[src/rtl/alu_pkg.sv]
// Shared ALU definitions: multiplier sequencer states, width and latency constants.
package alu_pkg;

  typedef enum logic [2:0] {
    S_IDLE,
    S_RST,
    S_LOAD,
    S_RUN,
    S_CAPT,
    S_DONE
  } mul_state_e;

  localparam int MUL_WIDTH   = 16;
  localparam int MUL_LATENCY = 19;

  function automatic int prod_w(input int w);
    return 2 * w;
  endfunction

endpackage

[src/rtl/booth_mul_seq.sv]
// Operand handshake, core reset/load sequencing and product capture for the Booth core.
module booth_mul_seq
  import alu_pkg::*;
#(
  parameter int WIDTH = MUL_WIDTH,
  parameter int CNT_W = $clog2(WIDTH) + 1
) (
  input  logic               clk,
  input  logic               reset,
  input  logic               op_valid,
  output logic               op_ready,
  input  logic [WIDTH-1:0]   op_m,
  input  logic [WIDTH-1:0]   op_q,
  output logic               res_valid,
  input  logic               res_ready,
  output logic [2*WIDTH-1:0] res_p,
  output logic               res_ovf,
  output logic               res_zero,
  output logic               busy,
  output logic               mul_reset,
  output logic               mul_load,
  output logic [WIDTH-1:0]   mul_m,
  output logic [WIDTH-1:0]   mul_q,
  input  logic [2*WIDTH-1:0] mul_p
);

  localparam int PW = prod_w(WIDTH);
  localparam logic [CNT_W-1:0] LAST_STEP = CNT_W'(WIDTH - 1);

  mul_state_e        state_q, state_d;
  logic [CNT_W-1:0]  cnt_q, cnt_d;
  logic              op_ready_d, res_valid_d, res_ovf_d, res_zero_d, busy_d;
  logic              mul_reset_d, mul_load_d;
  logic [PW-1:0]     res_p_d;
  logic [WIDTH-1:0]  mul_m_d, mul_q_d;

  // Signed product fits WIDTH bits only when its top WIDTH+1 bits are all sign copies.
  function automatic logic ovf_of(input logic signed [PW-1:0] p);
    logic [WIDTH:0] top;
    top = p[PW-1:WIDTH-1];
    return !((&top) || !(|top));
  endfunction

  always_comb begin
    state_d     = state_q;
    cnt_d       = cnt_q;
    op_ready_d  = op_ready;
    res_valid_d = res_valid;
    res_p_d     = res_p;
    res_ovf_d   = res_ovf;
    res_zero_d  = res_zero;
    mul_reset_d = mul_reset;
    mul_load_d  = 1'b0;
    mul_m_d     = mul_m;
    mul_q_d     = mul_q;
    case (state_q)
      S_IDLE: begin
        op_ready_d  = 1'b1;
        mul_reset_d = 1'b0;
        if (op_valid) begin
          mul_m_d     = op_m;
          mul_q_d     = op_q;
          op_ready_d  = 1'b0;
          mul_reset_d = 1'b1;
          state_d     = S_RST;
        end
      end
      S_RST: begin
        mul_reset_d = 1'b0;
        mul_load_d  = 1'b1;
        state_d     = S_LOAD;
      end
      S_LOAD: begin
        cnt_d   = '0;
        state_d = S_RUN;
      end
      S_RUN: begin
        cnt_d = cnt_q + CNT_W'(1);
        if (cnt_q == LAST_STEP) state_d = S_CAPT;
      end
      S_CAPT: begin
        res_p_d     = mul_p;
        res_ovf_d   = ovf_of(mul_p);
        res_zero_d  = (mul_p == '0);
        res_valid_d = 1'b1;
        state_d     = S_DONE;
      end
      S_DONE: begin
        if (res_ready) begin
          res_valid_d = 1'b0;
          op_ready_d  = 1'b1;
          state_d     = S_IDLE;
        end
      end
      default: state_d = S_IDLE;
    endcase
    busy_d = (state_d != S_IDLE);
  end

  always_ff @(posedge clk or negedge reset) begin
    if (!reset) begin
      state_q   <= S_IDLE;
      cnt_q     <= '0;
      op_ready  <= 1'b1;
      res_valid <= 1'b0;
      res_p     <= '0;
      res_ovf   <= 1'b0;
      res_zero  <= 1'b0;
      busy      <= 1'b0;
      mul_reset <= 1'b1;
      mul_load  <= 1'b0;
      mul_m     <= '0;
      mul_q     <= '0;
    end else begin
      state_q   <= state_d;
      cnt_q     <= cnt_d;
      op_ready  <= op_ready_d;
      res_valid <= res_valid_d;
      res_p     <= res_p_d;
      res_ovf   <= res_ovf_d;
      res_zero  <= res_zero_d;
      busy      <= busy_d;
      mul_reset <= mul_reset_d;
      mul_load  <= mul_load_d;
      mul_m     <= mul_m_d;
      mul_q     <= mul_q_d;
    end
  end

endmodule

[config.mk]
export PLATFORM = sky130hd
export DESIGN_NAME = booth_mul_seq
export DESIGN_NICKNAME = d
export VERILOG_FILES = /design/src/rtl/alu_pkg.sv /design/src/rtl/booth_mul_seq.sv
export SDC_FILE = /design/constraint.sdc
export NUM_CORES = 1
export LEC_CHECK = 0
export CAP_MARGIN = 20
export CORE_MARGIN = 5
export CORE_UTILIZATION = 30
export CTS_BUF_LIST = sky130_fd_sc_hd__clkbuf_4 sky130_fd_sc_hd__clkbuf_8 sky130_fd_sc_hd__clkbuf_16
export CTS_CLUSTER_SIZE = 8
export DETAILED_ROUTE_END_ITERATION = 10
export GPL_TIMING_DRIVEN = 1
export PLACE_DENSITY = 0.58
export SETUP_SLACK_MARGIN = 0.2
export SLEW_MARGIN = 10
export SYNTH_ARGS = -nofsm -noshare
export SYNTH_HDL_FRONTEND = slang
export SYNTH_SLANG_ARGS = --single-unit
[constraint.sdc]
create_clock -name clk -period 2.3 [get_ports clk]
set_clock_uncertainty 0.05 [all_clocks]
set_input_delay 0.46 -clock clk [delete_from_list [all_inputs] [get_ports clk]]
set_output_delay 0.46 -clock clk [all_outputs]
set_load 0.005 [all_outputs]
==> results.md <==
Outcome:
- The flow ran to the end, and the final reports show no timing, DRC or antenna violations.

Cells and area:
- The number of cells in the finished layout apart from fillers is 506.
- After filler insertion, the fill cell instance count of the layout stands at 970.
- The area growth from synthesis to layout is 54.0%.
- The number of antenna diodes in the final layout is 0.
- The post-route cell area is 4960 um2.
- Cells fill 47.6% of the core in the end.
- For this run, the post-layout net count is 435.
- The share of cells above drive strength 1 is 23.5%.

Setup path:
- Of all nets on the critical path, the largest fanout is 2.
- STA puts the critical path data required time at 1.79 ns.
- The standard cell with the maximum stage delay on the critical path is dfstp_2.
- On the worst path, the slowest cell contributes a delay of 0.53 ns.
- Traced cell by cell, the critical path runs through clkdlybuf4s50_1.
- For flop-to-flop paths, the worst setup slack is 0.47 ns.
- The depth of the worst register-to-register path is 5.
- The type of element capturing the critical path is a primary output.
- The worst register-to-register path ends at res_ovf.
- STA classifies the critical path startpoint as a flop.
- The data arrival time of the critical path is 1.38 ns.
- Together, buffers and inverters on the worst path number 1.
- The startpoint identified for the worst register-to-register timing path is state_q[0].
- The family of cells with the greatest summed delay on the critical path is flip-flops.
- The worst setup path is of the reg2out kind.
- The startpoint of the worst setup timing path is op_ready.

GRT:
- The first-pass GRT wire length is 13,100 um.
- Across every metal layer, demand over resource in global routing totals 12.7%.
- The number of antenna violations at the first check in global routing came to 0.
- The number of global-route vias before repair is 2,478.
- The total overflow reported by the global router is 0.
- The largest net degree at the start of global routing is 38.

Clock tree:
- TritonCTS created 9 clock buffers.
- TritonCTS built the clock tree.
- The clock tree synthesis step divided the H-tree into 3 levels.
- Clock-pin slew was measured on the worst setup and hold paths at 0.09 ns.
- Gates resized during post-CTS repair numbered 0.
- The root buffer cell is clkbuf_8.
- The hold buffer count at CTS is 0.
- Post-CTS timing repair inserted 0 buffers for setup.
- The clock reaches the later pin of the worst-skew pair after 0.35 ns.
- The number of clock sinks is 79.
- The clock passes through at most 2 buffers.

Detailed routing:
- For this run, the detailed router's first-pass iteration total came to 4.
- Detailed routing inserted a total of 2,326 vias.
- The average via count per standard cell is 4.60.
- The number of design-rule violations left by the first detailed-router iteration is 51.
- In this run the remaining antenna-violating nets after routing total 0.
- Wires add up to 7930 um.
- The remaining design rule violation count is 0.
- Dividing the detail-routed wire length by the instance count gives 15.7 um.

Die:
- The width of the die is 114 um.
- The initial utilization of the core area, before any placement, comes to 30.9%.
- In this run the standard cell core region covers 10,400 um2.
- The floorplan has 37 rows.
- The die covers 12,900 um2.
- The floorplan step set the die height to 114 um.
- For this design the top-level I/O count stands at 139.

STA:
- In the final timing run, aggregate negative setup slack is 0 ns.
- Hold timing on the final database bottoms out at a slack of 0.0235 ns.
- The final-report hold violation count came to 0.
- The timing-limited maximum frequency is 0.529 GHz.
- Setup repair after global routing left no endpoint under its margin.
- The slew at the pin closest to its max-slew limit is 0.532 ns.
- Headroom to the max-slew limit came out at 64.6%.
- The number of max-slew violations in the final report was 0.
- After layout, the worst setup slack is 0.410 ns.
- The part of the cycle the worst path needs is 82.2%.
- Setup violations remaining at the end of the flow were counted as 0.
- The time the final worst path needs with I/O delays and setup is 1.89 ns.

Place:
- The sum of net half-perimeters after detailed placement is 5840 um.
- The setup slack at placement is 0.259 ns.
- After detailed placement, the design holds a cell count of 490.
- During placement, the flow inserted port buffers numbering 138.
- At the end of routability-driven placement, the weighted congestion stood at 0.704.
- The total placed instance area is 4740 um2.

Power:
- Summed over all cells, the static leakage comes to 2.13 nW.
- The worst vdd rail ir drop is 0.377 mV.
- Overall power consumption after layout is estimated at 4.76 mW.
- The total power per unit cell area is 959 nW/um2.

Logic synthesis:
- The post-synthesis net count is 293.
- Ranked by instance count, the synthesized netlist is headed by dfrtp_1, mux2_2, nand2_1.
- The most common cell in the synthesized netlist is dfrtp_1.
- dfrtp_1 takes more of the synthesized area than any other cell.
- Of all flip-flops after synthesis, the portion carrying an async set or reset was 100%.
- After synthesis, the cell types taking the most area are dfrtp_1, mux2_2, mux2_1.
- Synthesis handed over a netlist of 223 instances.
- Of the synthesized area, sequential elements account for 61.5%.
- The synthesized area per cell is 14.4 um2.
- The top cell type's share of synthesized area is 59.8%.
- Synthesis inferred 79 register bits.
- The number of enable-type register cells in the synthesized netlist is 0.
- The synthesized netlist occupies a cell area of 3220 um2.
- The number of distinct library cells after synthesis is 34.
- The dominant register cell in the synthesized netlist is dfrtp_1.
- The number of synthesis warnings is 0.

Hold path:
- The worst min-delay path class is in2async.

Job:
- Across the run, the number of max-cap violations was 0.
kinds of logic after synthesis:
group | share of synthesized area, %
compound gates | 3.34
flops | 61.5
simple gates | 8.47
mux | 22.4
buf+inv | 3.57
fa+ha+maj | 0.777
final cells by class:
cell class	instances	area, um2	share of cell area (%)
clock buffers	11	139	2.80
clock inverters	5	82.6	1.66
inverters	4	15.0	0.303
multi-input cells	128	1130	22.8
flip-flops and latches	79	1980	39.9
well taps	136	170	3.43
repair buffers	143	1440	29.1
cells in the final DEF (no fill, tap or decap), drive strengths merged:
cell / netlist / final
nand4: 6 / 6
o221a: 1 / 1
bufinv: 0 / 2
clkinv: 0 / 3
ha: 2 / 2
o21ai: 6 / 6
nand2: 11 / 11
dfstp: 2 / 2
inv: 4 / 4
or3: 1 / 1
and2: 2 / 2
mux2: 64 / 64
a21o: 2 / 2
and3: 1 / 1
nor4b: 1 / 1
a21boi: 1 / 1
o22ai: 2 / 2
or4: 2 / 2
nor3: 5 / 5
a211oi: 1 / 1
nor2b: 2 / 2
nor3b: 3 / 3
a22o: 1 / 1
nor2: 2 / 2
clkdlybuf4s50: 0 / 137
nor4: 5 / 5
buf: 12 / 6
clkbuf: 0 / 11
nand2b: 4 / 4
a31oi: 1 / 1
dfrtp: 77 / 77
o32ai: 1 / 1
nand3: 1 / 1
routing by layer:
layer	track usage (%)	up-vias	wire length (um)
met5	0	-	0
met2	19.5	92	3590
met4	3.85	0	74
li1	-	1089	-
met1	16.0	1138	3420
met3	5.89	7	839
registers in the layout, indices dropped and copies added, names as in the netlist:
| signal | cells |
|---|---|
| state_q | 3 |
| mul_reset | 1 |
| mul_q | 16 |
| mul_load | 1 |
| res_p | 32 |
| res_ovf | 1 |
| busy | 1 |
| mul_m | 16 |
| res_valid | 1 |
| op_ready | 1 |
| res_zero | 1 |
| cnt_q | 5 |
worst max path at each step:
stage | to | slack, ns | cells after the start
final | op_ready | 0.41 | 1
after global routing | mul_q[14] | 0.34 | 4
after CTS | mul_reset | 0.38 | 1
after detailed placement | res_ovf | 0.26 | 5
after global placement | res_ovf | 0.27 | 5
after floorplan | busy | 0.69 | 6
power by group:
part	leakage, nW	switching [mW]	internal [mW]
Sequential	1.00	0.264	1.83
Clock	0.114	0.509	0.638
Combinational	1.01	0.449	1.07
Total	2.13	1.22	3.54
No activity file was read; power rests on OpenSTA's default activity.
